## config.mk

```make
export PLATFORM = sky130hd
export DESIGN_NAME = router_register_flat
export DESIGN_NICKNAME = d
export VERILOG_FILES = /design/src/rtl/router_register_if.sv /design/src/rtl/router_register.sv /design/src/flat_wrapper.sv
export SDC_FILE = /design/constraint.sdc
export NUM_CORES = 1
export LEC_CHECK = 0
export CORE_ASPECT_RATIO = 0.8
export CORE_UTILIZATION = 34
export CTS_CLUSTER_SIZE = 10
export DETAILED_ROUTE_END_ITERATION = 7
export PLACE_DENSITY = 0.54
export SLEW_MARGIN = 25
export SYNTH_ARGS = -nofsm -noshare
export SYNTH_HDL_FRONTEND = slang
export SYNTH_SLANG_ARGS = --single-unit
```

## constraint.sdc

```tcl
create_clock -name clk -period 1.9 [get_ports clk]
set_input_delay 0.285 -clock clk [delete_from_list [all_inputs] [get_ports clk]]
set_output_delay 0.285 -clock clk [all_outputs]
set_load 0.03 [all_outputs]
```

## src/rtl/router_register_if.sv

```systemverilog
// Packet-side bus of the router register stage: source byte, FSM state decodes
// and the byte/status outputs toward the output FIFOs.
interface router_register_if #(
  parameter int WIDTH = 8
);
  logic             pkt_valid;
  logic [WIDTH-1:0] data_in;
  logic             fifo_full;
  logic             detect_add;
  logic             lfd_state;
  logic             ld_state;
  logic             laf_state;
  logic             full_state;
  logic             rst_int_reg;
  logic [WIDTH-1:0] dout;
  logic             parity_done;
  logic             low_pkt_valid;
  logic             err;

  modport master (
    output pkt_valid, data_in, fifo_full, detect_add, lfd_state, ld_state,
           laf_state, full_state, rst_int_reg,
    input  dout, parity_done, low_pkt_valid, err
  );

  modport slave (
    input  pkt_valid, data_in, fifo_full, detect_add, lfd_state, ld_state,
           laf_state, full_state, rst_int_reg,
    output dout, parity_done, low_pkt_valid, err
  );
endinterface

```

## src/rtl/router_register.sv

```systemverilog
// Router datapath register: latches the header, forwards bytes to the FIFO,
// parks one byte while the FIFO is full and checks the packet's XOR parity.
module router_register #(
  parameter int WIDTH = 8
) (
  input  logic             clk,
  input  logic             resetn,
  router_register_if.slave bus
);
  logic [WIDTH-1:0] header_byte;
  logic [WIDTH-1:0] full_byte;
  logic [WIDTH-1:0] internal_parity;
  logic [WIDTH-1:0] packet_parity;

  logic parity_from_src;
  logic parity_from_hold;

  // Parity byte either goes straight through, or is replayed from full_byte
  // after a stall that caught it.
  assign parity_from_src  = bus.ld_state & ~bus.pkt_valid & ~bus.fifo_full;
  assign parity_from_hold = bus.laf_state & bus.low_pkt_valid & ~bus.parity_done;

  always_ff @(posedge clk) begin
    if (!resetn) begin
      header_byte       <= '0;
      full_byte         <= '0;
      internal_parity   <= '0;
      packet_parity     <= '0;
      bus.dout          <= '0;
      bus.parity_done   <= 1'b0;
      bus.low_pkt_valid <= 1'b0;
      bus.err           <= 1'b0;
    end else begin
      if (bus.detect_add && bus.pkt_valid && bus.data_in[1:0] != 2'b11)
        header_byte <= bus.data_in;

      if (bus.lfd_state)
        bus.dout <= header_byte;
      else if (bus.ld_state && !bus.fifo_full)
        bus.dout <= bus.data_in;
      else if (bus.ld_state && bus.fifo_full)
        full_byte <= bus.data_in;
      else if (bus.laf_state)
        bus.dout <= full_byte;

      // Payload bytes are counted on acceptance, so the laf replay is not counted again.
      if (bus.detect_add)
        internal_parity <= '0;
      else if (bus.lfd_state)
        internal_parity <= internal_parity ^ header_byte;
      else if (bus.ld_state && bus.pkt_valid && !bus.full_state)
        internal_parity <= internal_parity ^ bus.data_in;

      if (bus.detect_add)
        packet_parity <= '0;
      else if (parity_from_src)
        packet_parity <= bus.data_in;
      else if (parity_from_hold)
        packet_parity <= full_byte;

      if (bus.detect_add)
        bus.parity_done <= 1'b0;
      else if (parity_from_src || parity_from_hold)
        bus.parity_done <= 1'b1;

      if (bus.rst_int_reg)
        bus.low_pkt_valid <= 1'b0;
      else if (bus.ld_state && !bus.pkt_valid)
        bus.low_pkt_valid <= 1'b1;

      if (bus.lfd_state)
        bus.err <= 1'b0;
      else if (bus.parity_done)
        bus.err <= (internal_parity != packet_parity);
    end
  end
endmodule

```

## src/flat_wrapper.sv

```systemverilog
// flat-port wrapper written by rule: the top's interface ports become plain ports
module router_register_flat 
#(
  parameter int WIDTH = 8
)
  (clk, resetn, bus_pkt_valid, bus_data_in, bus_fifo_full, bus_detect_add, bus_lfd_state, bus_ld_state, bus_laf_state, bus_full_state, bus_rst_int_reg, bus_dout, bus_parity_done, bus_low_pkt_valid, bus_err);
  router_register_if #(.WIDTH(WIDTH)) bus_i ();
  input  logic clk;
  input  logic resetn;
  input wire logic [$bits(bus_i.pkt_valid)-1:0] bus_pkt_valid;
  input wire logic [$bits(bus_i.data_in)-1:0] bus_data_in;
  input wire logic [$bits(bus_i.fifo_full)-1:0] bus_fifo_full;
  input wire logic [$bits(bus_i.detect_add)-1:0] bus_detect_add;
  input wire logic [$bits(bus_i.lfd_state)-1:0] bus_lfd_state;
  input wire logic [$bits(bus_i.ld_state)-1:0] bus_ld_state;
  input wire logic [$bits(bus_i.laf_state)-1:0] bus_laf_state;
  input wire logic [$bits(bus_i.full_state)-1:0] bus_full_state;
  input wire logic [$bits(bus_i.rst_int_reg)-1:0] bus_rst_int_reg;
  output wire logic [$bits(bus_i.dout)-1:0] bus_dout;
  output wire logic [$bits(bus_i.parity_done)-1:0] bus_parity_done;
  output wire logic [$bits(bus_i.low_pkt_valid)-1:0] bus_low_pkt_valid;
  output wire logic [$bits(bus_i.err)-1:0] bus_err;
  assign bus_i.pkt_valid = bus_pkt_valid;
  assign bus_i.data_in = bus_data_in;
  assign bus_i.fifo_full = bus_fifo_full;
  assign bus_i.detect_add = bus_detect_add;
  assign bus_i.lfd_state = bus_lfd_state;
  assign bus_i.ld_state = bus_ld_state;
  assign bus_i.laf_state = bus_laf_state;
  assign bus_i.full_state = bus_full_state;
  assign bus_i.rst_int_reg = bus_rst_int_reg;
  assign bus_dout = bus_i.dout;
  assign bus_parity_done = bus_i.parity_done;
  assign bus_low_pkt_valid = bus_i.low_pkt_valid;
  assign bus_err = bus_i.err;
  router_register #(.WIDTH(WIDTH)) u_core (.clk(clk), .resetn(resetn), .bus(bus_i));
endmodule
```

Word-level counts from Yosys, hierarchy flattened. Index checks and enable logic that the tools add are counted. Widths: inputs -> output; s select.

Eq/ne operators: 3. Mux-type cells: 8. Bitwise logic cells: 12. Reductions and logical operators: 19.

Operator list (number): $mux 8 (8); $xor 8x8->8 (2); $ne 8x8->1 (1); $logic_and 1x1->1 (7); $not 1->1 (6); $reduce_or 2->1 (3); $and 1x1->1 (4); $reduce_bool 2->1 (2); $logic_not 1->1 (3); $ne 3x2->1 const B (1); $reduce_and 3->1 (1); $reduce_bool 3->1 (1); $ne 2x2->1 const B (1); $reduce_and 2->1 (1); $logic_or 1x1->1 (1).

Register bits after elaboration: 43. Input bits: 18. Output and inout bits: 11.

Longest topological paths before layout. Gate-level depths: netlist (run 1).

Depth in word-level cells: 4. Gate-level depth with buffers: 6. Depth with buffers taken out: 4.

Worst setup path after synthesis (run 1). No wires, ideal clock.

Path type: input to register. Start: in bus_fifo_full. End: reg u_core.bus.dout[7]. Arrival time: 1.295 ns. Setup slack: 0.488 ns. Stages: 5. Path buffers: 1. Cell sequence: nand2b_1 buf_6 mux2_4 mux2_2 a22o_1.

Word-level cells in the longest chain between the ends: 4.

RTL lines: start: declaration (RTL line flat_wrapper.sv:12) `input wire logic [$bits(bus_i.fifo_full)-1:0] bus_fifo_full;`; $logic_not 1->1 (RTL line router_register.sv:39) `else if (bus.ld_state && !bus.fifo_full)`; $logic_and 1x1->1 (RTL line router_register.sv:39); $ne 3x2->1 (no line) (tied with other cells); $reduce_and 2->1 (no line) / $mux 8 (equally long branches); end signal: assignment (RTL line router_register.sv:38) `bus.dout <= header_byte;`; end signal: assignment (RTL line router_register.sv:40) `bus.dout <= bus.data_in;`; end signal: assignment (RTL line router_register.sv:44) `bus.dout <= full_byte;`; end: declaration (RTL line router_register_if.sv:29) `output dout, parity_done, low_pkt_valid, err`.

Several ways; a longest one is shown, not always the timed one. A chain may end at the register's enable or synchronous reset.

Worst setup path in the final report (run 1).
Start: reg u_core.bus.low_pkt_valid. End: out bus_low_pkt_valid.

RTL lines: start: declaration (RTL line router_register_if.sv:29); start signal: assignment (RTL line router_register.sv:31) `bus.low_pkt_valid <= 1'b0;`; start signal: assignment (RTL line router_register.sv:67) `bus.low_pkt_valid <= 1'b0;`; start signal: assignment (RTL line router_register.sv:69) `bus.low_pkt_valid <= 1'b1;`; end: declaration (RTL line flat_wrapper.sv:21) `output wire logic [$bits(bus_i.low_pkt_valid)-1:0] bus_low_pkt_valid;`.

No word-level cell between the ends.

==> impl_metrics.json, run 1 <==
{
  "netlist.area_leader.share_pct": 43.9,
  "crit_fanout": 4,
  "post-route-drc-count": 0,
  "grt_max_degree": 20,
  "layout-drive-gt1-share_pct": 17.8,
  "die_h_um": 69.9,
  "wl_met2_mm": 1.72,
  "critPathBufInv": 1,
  "synthCells": 199,
  "cts_made_buffers": 5,
  "clkLatencyLatePin_ns": 0.30,
  "ctsRootBufferMaster": "clkbuf_8",
  "tightest_slew_ns": 0.572,
  "yosysUniqueCellTypes": 30,
  "synthTopCellsByArea": "dfxtp_1 (44%), mux2_2 (8.6%), mux2i_1 (8.2%)",
  "ios": 29,
  "die_x_um": 86.9,
  "worstSetupStartpoint": "u_core.bus.low_pkt_valid",
  "dp_hpwl_mm": 3.48,
  "post_synth.cell_area_avg_um2": 9.86,
  "p_per_area_nw_per_um2": 706,
  "fin_area_um2": 2540,
  "rr_startpoint": "u_core.full_byte[7]",
  "syn_nets": 217,
  "drv_cap": 0,
  "irDropWorstVdd_uv": 367,
  "cpLargestDelayFamily": "buffers and inverters",
  "num_vias": 1495,
  "skew_ns": 0.00997,
  "final-setup-viol-count": 0,
  "fin_util_pct": 46.2,
  "crit_end": "bus_low_pkt_valid",
  "reg2reg_to": "u_core.bus.dout[7]",
  "io_buffers": 28,
  "clock_sinks": 43,
  "start_kind": "register",
  "rows": 24,
  "worst-r2r-setup-slack_ns": 0.67,
  "place_area_um2": 2450,
  "post_drt_wl_per_cell_um": 14.7,
  "wl_met1_mm": 2.73,
  "reg2reg_depth": 3,
  "clock_path_buffers": 2,
  "first_pass_iters": 4,
  "yosys_warnings": 0,
  "p_leak_uw": 0.000995,
  "crit_type": "register to output port",
  "gp_congestion": 0.829,
  "cts_tree": "built",
  "postCtsSetupRepairBufs": 0,
  "cts-resized-gates": 0,
  "critPathRequiredTime_ns": 1.62,
  "synth_area_um2": 1960,
  "dieArea_um2": 6080,
  "core-area_um2": 5500,
  "fin_crit_ns": 1.67,
  "end_kind": "output port",
  "vias_per_cell": 4.67,
  "synth_edf_count": 0,
  "grt_pass1_wl_mm": 8.16,
  "yosysTopAreaCell": "dfxtp_1",
  "antenna_found_initial": 0,
  "ant_nets": 0,
  "synth_seq_cells": 43,
  "diodes": 0,
  "grt_overflow": 0,
  "grt_usage_pct": 17.7,
  "rsz0062_at_grt": "false",
  "nets": 259,
  "fmax_mhz": 599,
  "max_stage_delay_ns": 0.69,
  "yosysSeqAreaShare_pct": 43.9,
  "grt_pass1_vias": 1469,
  "final-hold-violation-count": 0,
  "cts.clk_slew.worst_paths_ns": 0.08,
  "critPathArrivalTime_ns": 1.38,
  "synthArstFlopShare_pct": 0,
  "cts.htree.levels": 2,
  "drv_slew": 0,
  "fin_crit_sh_pct": 87.8,
  "hp-class": "register to register",
  "routed_wl_mm": 4.71,
  "hold_buffers": 0,
  "synth_ff_type": "dfxtp_1",
  "drt-initial-drc-count": 111,
  "area_growth_pct": 29.3,
  "start_util_pct": 35.7,
  "crit_cells": 1,
  "slew-limit-headroom_pct": 61.8,
  "path_cells": "clkdlybuf4s50_1",
  "crit_slowest_cell": "clkdlybuf4s50_1",
  "status": "finished, final reports clean",
  "top_layer": "met4",
  "wl_met3_um": 222
}
==> layout make-up <==
class,count,area (um2)
Fill cell,530,2960
Multi-Input combinational cell,140,1030
Sequential cell,43,861
Timing Repair Buffer,47,448
Tap cell,78,97.6
Clock buffer,6,72.6
Inverter,4,15.0
Clock inverter,2,12.5
==> per-layer routing <==
layer	track usage (%)	up-vias
li1	-	780
met1	28.9	681
met2	22.7	30
met3	3.55	4
met4	4.44	0
met5	0	-
==> logic make-up (layout without fill, tap and decap cells) <==
logic type             Yosys count  count (layout)  synth area share (%)
multiplexers                    32              32                  17.5
XOR/XNOR                        16              16                  7.14
flip-flops                      43              43                  43.9
AND/OR/NAND/NOR                 61              61                  15.4
AO/OA/AOI/OAI                   31              31                  12.4
buffers and inverters           16              59                  3.57
==> power breakdown <==
group,switching (uW),internal [uW],total [uW]
Sequential,24.0,930,954
Combinational,127,145,271
Clock,308,257,565
==> flip-flops by register name, indices dropped and copies added, names as in the netlist <==
name and count:
u_core.header_byte 8, u_core.full_byte 8, u_core.bus.err 1, u_core.bus.low_pkt_valid 1, u_core.bus.dout 8, u_core.packet_parity 8
u_core.bus.parity_done 1, u_core.internal_parity 8
==> worst min-delay path by stage <==
stage | slack [ns] | start | to | cells past startpoint
finish | 0.49 | u_core.bus.dout[3] | u_core.bus.dout[3] | 1
global route | 0.51 | u_core.bus.dout[5] | u_core.bus.dout[5] | 1
CTS | 0.49 | u_core.bus.parity_done | u_core.bus.err | 1
detailed placement | 0.47 | u_core.bus.dout[5] | u_core.bus.dout[5] | 1
global placement | 0.46 | u_core.bus.parity_done | u_core.bus.err | 1
floorplan | 0.36 | bus_rst_int_reg | u_core.bus.low_pkt_valid | 1
==> cells in the mapped netlist (5+ instances only) <==
library cell	n
a22o_1	8
a22oi_1	8
a311oi_1	8
clkbuf_1	7
dfxtp_1	43
mux2_2	15
mux2i_1	16
nand2_1	17
nor2_1	16
nor2b_1	18
xnor2_1	5
xor2_1	11
==> layout by cell type, fill, tap and decap left out, drive strengths merged <==
master | netlist | final
a21oi | 2 | 2
a22o | 8 | 8
a22oi | 8 | 8
a311oi | 8 | 8
a31oi | 2 | 2
and3 | 1 | 1
buf | 5 | 19
clkbuf | 7 | 6
clkdlybuf4s50 | 0 | 28
clkinv | 0 | 1
clkinvlp | 0 | 1
dfxtp | 43 | 43
inv | 4 | 4
mux2 | 16 | 16
mux2i | 16 | 16
nand2 | 17 | 17
nand2b | 2 | 2
nand3 | 2 | 2
nand3b | 1 | 1
nand4 | 1 | 1
nor2 | 16 | 16
nor2b | 18 | 18
nor3b | 1 | 1
nor4 | 1 | 1
nor4bb | 1 | 1
o21a | 1 | 1
o21ai | 2 | 2
xnor2 | 5 | 5
xor2 | 11 | 11
==> through the flow <==
step	hold WS [ns]	power, uW	std cells	setup slack [ns]	setup TNS, ns
floorplan	0.361	1120	199	0.488	0
global placement	0.462	1250	312	-0.0529	-0.207
detailed placement	0.466	1250	312	-0.0468	-0.304
CTS	0.494	1820	320	0.227	0
global route	0.508	1880	320	0.141	0
finish	0.487	1790	320	0.231	0
(Power assumes the default switching activity.)
==> inputs of run 2 (changes only) <==
Settings changed: REMOVE_ABC_BUFFERS from default to 1.
==> run 2 against run 1 <==
Clock-buffer cell count fell by 1; power fell by 0.11%; register-to-register slack improved by 0.03 ns; critical path type unchanged; critical path depth did not move; first-iteration DRC count fell by 33%; utilization fell by 0.43 points.
==> impl_metrics.json, run 2 (synthesis gave the netlist of run 1 again) <==
{
  "worst-r2r-setup-slack_ns": 0.70,
  "final-hold-violation-count": 0,
  "cts_tree": "built",
  "clock_path_buffers": 2,
  "clkLatencyLatePin_ns": 0.30,
  "ios": 29,
  "routed_wl_mm": 4.50,
  "drv_cap": 0,
  "io_buffers": 28,
  "cts.htree.levels": 2,
  "layout_common_cells": "dfxtp_1 (43), clkdlybuf4s50_1 (28), nor2b_1 (18)",
  "crit_cells": 1,
  "critPathBufInv": 1,
  "die_x_um": 86.9,
  "first_pass_iters": 4,
  "fin_crit_ns": 1.67,
  "post-route-drc-count": 0,
  "diodes": 0,
  "multiInputGateArea_um2": 1030,
  "vias_per_cell": 4.68,
  "final-setup-viol-count": 0,
  "final_common_cell": "dfxtp_1",
  "grt_usage_pct": 16.9,
  "rows": 24,
  "seqCellArea_um2": 861,
  "crit_end": "bus_low_pkt_valid",
  "crit_slowest_cell": "clkdlybuf4s50_1",
  "layout-drive-gt1-share_pct": 17.2,
  "die_h_um": 69.9,
  "rr_startpoint": "u_core.full_byte[7]",
  "finalPower_uw": 1790,
  "dieArea_um2": 6080,
  "clock_sinks": 43,
  "dp_hpwl_mm": 3.31,
  "p_leak_uw": 0.000985,
  "nets": 256,
  "grt_pass1_wl_mm": 7.68,
  "finalSetupTns_ns": 0,
  "gp_congestion": 0.777,
  "irDropWorstVdd_uv": 389,
  "hold_buffers": 0,
  "core-area_um2": 5500,
  "postCtsSetupRepairBufs": 0,
  "drt-initial-drc-count": 74,
  "grt_max_degree": 20,
  "crit_fanout": 4,
  "p_per_area_nw_per_um2": 712,
  "fin_crit_sh_pct": 88.0,
  "area_growth_pct": 28.1,
  "drv_slew": 0,
  "fmax_mhz": 598,
  "cpLargestDelayFamily": "buffers and inverters",
  "critPathArrivalTime_ns": 1.39,
  "worstSetupStartpoint": "u_core.bus.low_pkt_valid",
  "start_kind": "register",
  "ant_nets": 0,
  "path_cells": "clkdlybuf4s50_1",
  "slew-limit-headroom_pct": 62.1,
  "skew_ns": 0.00383,
  "critPathRequiredTime_ns": 1.62,
  "start_util_pct": 35.7,
  "status": "finished, final reports clean",
  "reg2reg_to": "u_core.bus.dout[7]",
  "cts_made_buffers": 5,
  "grt_overflow": 0,
  "num_vias": 1484,
  "rsz0062_at_grt": "false",
  "cts.clk_slew.worst_paths_ns": 0.08,
  "max_stage_delay_ns": 0.69,
  "grt_pass1_vias": 1458,
  "post_drt_wl_per_cell_um": 14.2,
  "reg2reg_depth": 3,
  "antenna_found_initial": 0,
  "crit_type": "register to output port",
  "fillCellCount": 546,
  "end_kind": "output port",
  "cts-resized-gates": 0,
  "tightest_slew_ns": 0.568,
  "ctsRootBufferMaster": "clkbuf_8",
  "hp-class": "register to register"
}
run 2: changes by cell type in the layout (fill, tap and decap cells not counted), sizes merged:
cell	change
buf	-3
clkbuf	-1
clkinv	+2
clkinvlp	-1
run 2: worst min-delay path by stage:
stage | cells past startpoint | endpoint | from
global route | 1 | u_core.bus.dout[3] | u_core.bus.dout[3]
global placement | 1 | u_core.bus.err | u_core.bus.parity_done
floorplan | 1 | u_core.bus.low_pkt_valid | bus_rst_int_reg
finish | 1 | u_core.bus.err | u_core.bus.parity_done
detailed placement | 1 | u_core.bus.dout[1] | u_core.bus.dout[1]
CTS | 1 | u_core.bus.dout[5] | u_core.bus.dout[5]
run 2: cell type report:
class | instances | area share [%]
multi-input combinational | 140 | 41.0
tap | 78 | 3.88
clock inverter | 3 | 0.597
clock buffer | 5 | 2.74
sequential | 43 | 34.2
inverter | 4 | 0.597
timing repair buffer | 44 | 16.9
run 2: routing by layer:
metal	vias to the layer above	share of wire, %	global-route usage [%]	wire length [um]
met5	-	0	0	0
met4	0	1.8	7.22	80
met3	7	3.6	3.55	164
met2	26	36	20.1	1620
met1	676	59	27.7	2630
li1	775	-	-	-
run 2: power by group:
part	leakage (uW)	internal [uW]	switching, uW
clock network	0.0000477	252	320
logic	0.000588	142	125
registers	0.000349	930	20.8
total	0.000985	1320	466
run 2: metrics by stage:
| step | instance area [um2] | hold slack, ns | worst slack, ns | util [%] | instances |
|---|---|---|---|---|---|
| after floorplan | 1910 | 0.361 | 0.398 | - | 187 |
| after global placement | 2430 | 0.462 | -0.0494 | 44.2 | 309 |
| after detailed placement | 2430 | 0.463 | -0.0489 | 44.2 | 309 |
| after CTS | 2510 | 0.499 | 0.217 | 45.7 | 317 |
| after global routing | 2510 | 0.508 | 0.171 | 45.7 | 317 |
| final | 2510 | 0.492 | 0.228 | 45.7 | 317 |
